`config.mk`:
```
export PLATFORM = sky130hd
export DESIGN_NAME = ghost_chaser
export DESIGN_NICKNAME = d
export VERILOG_FILES = /design/src/rtl/ghost_chaser.sv
export SDC_FILE = /design/constraint.sdc
export NUM_CORES = 1
export LEC_CHECK = 0
export BUFFER_PORTS_ARGS = -buffer_cell sky130_fd_sc_hd__clkbuf_2
export CORE_ASPECT_RATIO = 1.25
export CORE_MARGIN = 2
export CORE_UTILIZATION = 30
export CTS_BUF_LIST = sky130_fd_sc_hd__clkbuf_4 sky130_fd_sc_hd__clkbuf_8 sky130_fd_sc_hd__clkbuf_16
export DETAILED_ROUTE_END_ITERATION = 8
export PLACE_DENSITY_LB_ADDON = 0.3
export SETUP_SLACK_MARGIN = 0.02
export SKIP_CTS_REPAIR_TIMING = 1
export SYNTH_ARGS = -nofsm -noshare
export SYNTH_HDL_FRONTEND = slang
export SYNTH_SLANG_ARGS = --single-unit
```
`constraint.sdc`:
```
create_clock -name Clk -period 26.4 [get_ports Clk]
set_input_delay 3.96 -clock Clk [delete_from_list [all_inputs] [get_ports Clk]]
set_output_delay 3.96 -clock Clk [all_outputs]
set_load 0.02 [all_outputs]
```
`src/rtl/ghost_chaser.sv`:
```
// Ghost movement controller: waits for Pacman's start, leaves the pen, then chases
// Pacman tile by tile and latches a sticky catch flag on overlap.
module ghost_chaser #(
   parameter logic [9:0] START_X     = 10'h0A8,
   parameter logic [9:0] START_Y     = 10'h088,
   parameter int         EXIT_PIXELS = 16,
   parameter int         MOVE_DIV    = 1,
   parameter int         CATCH_DIST  = 8
) (
   input  logic       Clk,
   input  logic       Reset,
   input  logic       frame_tick,
   input  logic       start,
   input  logic       ggShow,
   input  logic [9:0] pac_x,
   input  logic [9:0] pac_y,
   input  logic [3:0] wall_open,
   output logic [9:0] ghost_x,
   output logic [9:0] ghost_y,
   output logic [3:0] ghost_dir,
   output logic       caught
);

   localparam int DIV_W  = (MOVE_DIV > 1) ? $clog2(MOVE_DIV) : 1;
   localparam int EXIT_W = $clog2(EXIT_PIXELS + 1);
   localparam logic [DIV_W-1:0]  DIV_LAST  = DIV_W'(MOVE_DIV - 1);
   localparam logic [EXIT_W-1:0] EXIT_LAST = EXIT_W'(EXIT_PIXELS - 1);
   localparam logic [9:0]        CATCH_LIM = 10'(CATCH_DIST);

   localparam logic [3:0] DIR_UP    = 4'b1000;
   localparam logic [3:0] DIR_DOWN  = 4'b0100;
   localparam logic [3:0] DIR_LEFT  = 4'b0010;
   localparam logic [3:0] DIR_RIGHT = 4'b0001;

   typedef enum logic [1:0] {ST_IDLE, ST_EXIT, ST_CHASE, ST_CAUGHT} state_t;

   state_t              state_r, state_s;
   logic [9:0]          ghost_x_r, ghost_x_s;
   logic [9:0]          ghost_y_r, ghost_y_s;
   logic [3:0]          ghost_dir_r, ghost_dir_s;
   logic                caught_r, caught_s;
   logic [EXIT_W-1:0]   exit_cnt_r, exit_cnt_s;
   logic [DIV_W-1:0]    div_cnt_r, div_cnt_s;

   logic                freeze_s, move_en_s, crossing_s, catch_s;
   logic [3:0]          rev_dir_s, cand_s, choice_s;
   logic [10:0]         dist_up_s, dist_down_s, dist_left_s, dist_right_s, best_dist_s;
   logic                found_s;
   logic [19:0]         step_s;

   function automatic logic [9:0] abs_diff(input logic [9:0] a, input logic [9:0] b);
      if (a >= b) begin
         return a - b;
      end else begin
         return b - a;
      end
   endfunction

   function automatic logic [10:0] manhattan(input logic [9:0] ax, input logic [9:0] ay,
                                             input logic [9:0] bx, input logic [9:0] by);
      return {1'b0, abs_diff(ax, bx)} + {1'b0, abs_diff(ay, by)};
   endfunction

   // One pixel step in a one-hot direction; returns {x, y}, unchanged for no direction.
   function automatic logic [19:0] step_pos(input logic [3:0] dir, input logic [9:0] x,
                                            input logic [9:0] y);
      case (dir)
         DIR_UP:    return {x, y - 10'd1};
         DIR_DOWN:  return {x, y + 10'd1};
         DIR_LEFT:  return {x - 10'd1, y};
         DIR_RIGHT: return {x + 10'd1, y};
         default:   return {x, y};
      endcase
   endfunction

   // Direction choice at a tile crossing: closest open non-reverse neighbour, up>left>down>right on ties.
   always_comb begin
      rev_dir_s    = {ghost_dir_r[2], ghost_dir_r[3], ghost_dir_r[0], ghost_dir_r[1]};
      cand_s       = wall_open & ~rev_dir_s;
      dist_up_s    = manhattan(ghost_x_r, ghost_y_r - 10'd16, pac_x, pac_y);
      dist_down_s  = manhattan(ghost_x_r, ghost_y_r + 10'd16, pac_x, pac_y);
      dist_left_s  = manhattan(ghost_x_r - 10'd16, ghost_y_r, pac_x, pac_y);
      dist_right_s = manhattan(ghost_x_r + 10'd16, ghost_y_r, pac_x, pac_y);
      found_s      = 1'b0;
      best_dist_s  = 11'd0;
      choice_s     = 4'b0000;
      if (cand_s[3]) begin
         found_s = 1'b1; best_dist_s = dist_up_s; choice_s = DIR_UP;
      end else begin
         found_s = found_s;
      end
      if (cand_s[1] && (!found_s || dist_left_s < best_dist_s)) begin
         found_s = 1'b1; best_dist_s = dist_left_s; choice_s = DIR_LEFT;
      end else begin
         found_s = found_s;
      end
      if (cand_s[2] && (!found_s || dist_down_s < best_dist_s)) begin
         found_s = 1'b1; best_dist_s = dist_down_s; choice_s = DIR_DOWN;
      end else begin
         found_s = found_s;
      end
      if (cand_s[0] && (!found_s || dist_right_s < best_dist_s)) begin
         found_s = 1'b1; best_dist_s = dist_right_s; choice_s = DIR_RIGHT;
      end else begin
         found_s = found_s;
      end
      if (!found_s && ((wall_open & rev_dir_s) != 4'b0000)) begin
         choice_s = rev_dir_s;
      end else begin
         choice_s = choice_s;
      end
   end

   // Next-state, movement and catch logic.
   always_comb begin
      state_s     = state_r;
      ghost_x_s   = ghost_x_r;
      ghost_y_s   = ghost_y_r;
      ghost_dir_s = ghost_dir_r;
      caught_s    = caught_r;
      exit_cnt_s  = exit_cnt_r;
      div_cnt_s   = div_cnt_r;
      step_s      = {ghost_x_r, ghost_y_r};

      freeze_s   = ggShow || (state_r == ST_CAUGHT);
      move_en_s  = frame_tick && !freeze_s && (div_cnt_r == DIV_LAST);
      crossing_s = (ghost_x_r[3:0] == 4'd8) && (ghost_y_r[3:0] == 4'd8);
      catch_s    = (abs_diff(ghost_x_r, pac_x) < CATCH_LIM) &&
                   (abs_diff(ghost_y_r, pac_y) < CATCH_LIM);

      if (frame_tick && !freeze_s) begin
         div_cnt_s = (div_cnt_r == DIV_LAST) ? {DIV_W{1'b0}} : div_cnt_r + DIV_W'(1);
      end else begin
         div_cnt_s = div_cnt_r;
      end

      case (state_r)
         ST_IDLE: begin
            if (start) begin
               state_s = ST_EXIT;
            end else begin
               state_s = ST_IDLE;
            end
         end
         ST_EXIT: begin
            if (move_en_s) begin
               ghost_y_s  = ghost_y_r - 10'd1;
               exit_cnt_s = exit_cnt_r + EXIT_W'(1);
               state_s    = (exit_cnt_r == EXIT_LAST) ? ST_CHASE : ST_EXIT;
            end else begin
               state_s = ST_EXIT;
            end
         end
         ST_CHASE: begin
            // A catch pre-empts any move in the same cycle, even while frozen.
            if (catch_s) begin
               caught_s = 1'b1;
               state_s  = ST_CAUGHT;
            end else if (move_en_s) begin
               if (crossing_s) begin
                  ghost_dir_s = (choice_s != 4'b0000) ? choice_s : ghost_dir_r;
                  step_s      = step_pos(choice_s, ghost_x_r, ghost_y_r);
               end else begin
                  step_s      = step_pos(ghost_dir_r, ghost_x_r, ghost_y_r);
               end
               ghost_x_s = step_s[19:10];
               ghost_y_s = step_s[9:0];
            end else begin
               state_s = ST_CHASE;
            end
         end
         ST_CAUGHT: begin
            state_s = ST_CAUGHT;
         end
         default: begin
            state_s = ST_IDLE;
         end
      endcase
   end

   // State and output registers.
   always_ff @(posedge Clk) begin
      if (Reset) begin
         state_r     <= ST_IDLE;
         ghost_x_r   <= START_X;
         ghost_y_r   <= START_Y;
         ghost_dir_r <= DIR_UP;
         caught_r    <= 1'b0;
         exit_cnt_r  <= {EXIT_W{1'b0}};
         div_cnt_r   <= {DIV_W{1'b0}};
      end else begin
         state_r     <= state_s;
         ghost_x_r   <= ghost_x_s;
         ghost_y_r   <= ghost_y_s;
         ghost_dir_r <= ghost_dir_s;
         caught_r    <= caught_s;
         exit_cnt_r  <= exit_cnt_s;
         div_cnt_r   <= div_cnt_s;
      end
   end

   assign ghost_x   = ghost_x_r;
   assign ghost_y   = ghost_y_r;
   assign ghost_dir = ghost_dir_r;
   assign caught    = caught_r;

endmodule

```
==> flow_metrics.env <==
export IMPL_status="complete, no violations"
export IMPL_syn_inst=1281
export IMPL_whs_ns=0.487
export IMPL_ant_nets=0
export IMPL_syn_area_per_cell_um2=7.49
export IMPL_cellPowerDensity_nw_per_um2=46.6
export IMPL_period_minus_slack_ns=14.89
export IMPL_top_layer_used="met4"
export IMPL_cts_buffers=5
export IMPL_synthArstFlopShare_pct=0
export IMPL_vias=9459
export IMPL_io_pins=54
export IMPL_cp_end_kind="flip-flop"
export IMPL_grt_first_pass_wirelength_um=48500
export IMPL_wl_met3_um=833
export IMPL_tightest_slew_ns=0.956
export IMPL_diodes=0
export IMPL_clockBufferDepth=2
export IMPL_post_route_period_util_pct=56.4
export IMPL_power_uw=483
export IMPL_layout_commonest_cell="ha_1"
export IMPL_row_count=73
export IMPL_grt_use_total_pct=18.0
export IMPL_gp_congestion=0.882
export IMPL_grt_pass1_vias=9072
export IMPL_start_kind="input port"
export IMPL_wl_per_cell_um=17.8
export IMPL_ys_seq_area_share_pct=6.67
export IMPL_clockRootBuffer="clkbuf_16"
export IMPL_hold_viol_final=0
export IMPL_drc=0
export IMPL_clk_pin_slew_ns=0.06
export IMPL_core_um2=31700
export IMPL_synth_fp_nets=1474
export IMPL_worstPathRequired_ns=26.57
export IMPL_critPathMaxStageDelay_ns=0.75
export IMPL_drive_above_1_share_pct=11.3
export IMPL_synth_flop_cell="dfxtp_1"
export IMPL_grt_setup_unrepaired="no"
export IMPL_p_leak_uw=0.00452
export IMPL_antenna_found_initial=0
export IMPL_via_per_inst=5.53
export IMPL_synth_area_leaders="ha_1, a21oi_1, dfxtp_1"
export IMPL_hpwl_um=25300
export IMPL_rrSetupSlack_ns=14.53
export IMPL_cp_arrival_ns=15.07
export IMPL_place_inst=1701
export IMPL_synth_edf_count=0
export IMPL_dr_pass1_iters=5
export IMPL_drtIter0Drc=604
export IMPL_wl_met1_um=13800
export IMPL_crit_slowest_cell="o22ai_2"
export IMPL_critical_path_class="input port to flip-flop"
export IMPL_clock_latency_ns=0.29
export IMPL_maxCapViolCount=0
export IMPL_crit_fanout=27
export IMPL_ys_types=98
export IMPL_nets=1489
export IMPL_die_x_um=164
export IMPL_max_vdd_ir_drop_v=0.0000343
export IMPL_cts_sinks=32
export IMPL_die_area_um2=33500
export IMPL_final_cell_mix="ha_1, a21oi_1, inv_1, nor2_1, nand2_1"
export IMPL_grt_start_max_net_pins=33
export IMPL_yosys_area_top_type="ha_1"
export IMPL_tns_ns=0
export IMPL_syn2layout_area_growth_pct=7.91
export IMPL_worstHoldPathType="flip-flop to flip-flop"
export IMPL_slew_headroom_pct=36.3
export IMPL_ys_ff_latch=32
export IMPL_portBuffers=53
export IMPL_ys_warn_count=0
export IMPL_final_util_pct=32.7
export IMPL_fillCellCount=3360
export IMPL_grt_overflow=0
export IMPL_synth_top_cell_area_share_pct=20.3
export IMPL_setup_viol=0
export IMPL_slew_viol_final=0
export IMPL_tritoncts="built"
export IMPL_instances_no_fill=1709
export IMPL_fmax_mhz=67.2
export IMPL_netlist_area_um2=9600
export IMPL_wl_met2_um=15000
export IMPL_routed_wl_um=30400
export IMPL_initial_core_util_pct=30.3
export IMPL_skew_ns=0.00632
export IMPL_dieHeight_um=204
export IMPL_cpMostUsedCell="a21oi_1"
export IMPL_h_tree_depth=2
==> metrics by stage <==
step | instance area (um^2) | worst slack [ns]
floorplan | 9600 | 12.75
global placement | 10200 | 11.52
detailed placement | 10200 | 11.38
CTS | 10400 | 11.64
global route | 10400 | 10.46
finish | 10400 | 11.51
==> metal layers <==
metal	vias up	global-route usage (%)
met5	-	0
met4	0	5.73
met3	40	0.548
met2	213	32.6
met1	4463	23.0
li1	4743	-
==> kinds of logic (layout without fill, tap and decap cells) <==
logic type	count (synthesis)	after routing	synth area share, %
muxes	44	44	4.93
xor gates and xnor gates	94	94	8.58
DFF	32	32	6.67
and+or+nand+nor	354	354	18.6
adders and majority gates	164	164	22.0
AOI/OAI and AO/OA	440	440	32.7
buffers and inverters	153	169	6.45
==> power by group <==
group | leakage (uW) | switching [uW] | internal, uW
registers | 0.000259 | 1.46 | 48.9
logic | 0.00419 | 222 | 151
clock network | 0.0000660 | 24.5 | 35.1
==> critical path: cells and delay by family <==
kind	cells	cell delay (ns)
AO/OA/AOI/OAI	24	6.25
AND/OR/NAND/NOR	9	2.04
adder cells (fa/ha/maj)	6	2.02
multiplexers	1	0.43
buffers and inverters	2	0.18
XOR/XNOR	1	0.18
==> layout make-up <==
class / instances / area, um^2 / area share [%]
clock inverter: 3 / 23.8 / 0.229
inverter: 98 / 368 / 3.55
tap: 412 / 515 / 4.98
multi-input combinational: 1096 / 8350 / 80.6
clock buffer: 5 / 125 / 1.21
timing repair buffer: 63 / 340 / 3.29
sequential: 32 / 641 / 6.18
==> synth_stat cells (all sizes together), types with 5 or more instances <==
cell and instances:
a2111oi 9, a211oi 28, a21boi 5, a21o 36, a21oi 143, a221oi 7, a311oi 7, a31oi 10
and2 10, and3 8, buf 19, clkbuf 36, dfxtp 32, fa 8, ha 156, inv 98
mux2 16, mux2i 27, nand2 92, nand2b 14, nand3 27, nand4 12, nor2 93, nor2b 15
nor3 36, nor4 10, o211ai 14, o21a 14, o21ai 67, o21bai 19, o221ai 8, o22ai 11
o31a 7, o31ai 10, or2 7, or3 10, xnor2 68, xor2 26
==> path summary, 6_finish.rpt <==
path	to	startpoint	depth (start not counted)
worst max-delay path	ghost_y[3]	pac_x[0]	43
worst min-delay path	caught	caught	1
worst max register to register	ghost_y[3]	ghost_y[4]	46
worst min register to register	caught	caught	1
==> registers in the layout, summed over array words and instances (netlist names) <==
name	count
exit_cnt_r	5
ghost_y	10
state_r	2
caught	1
ghost_dir	4
ghost_x	10
Note: power is estimated with default switching activity, not from simulation.
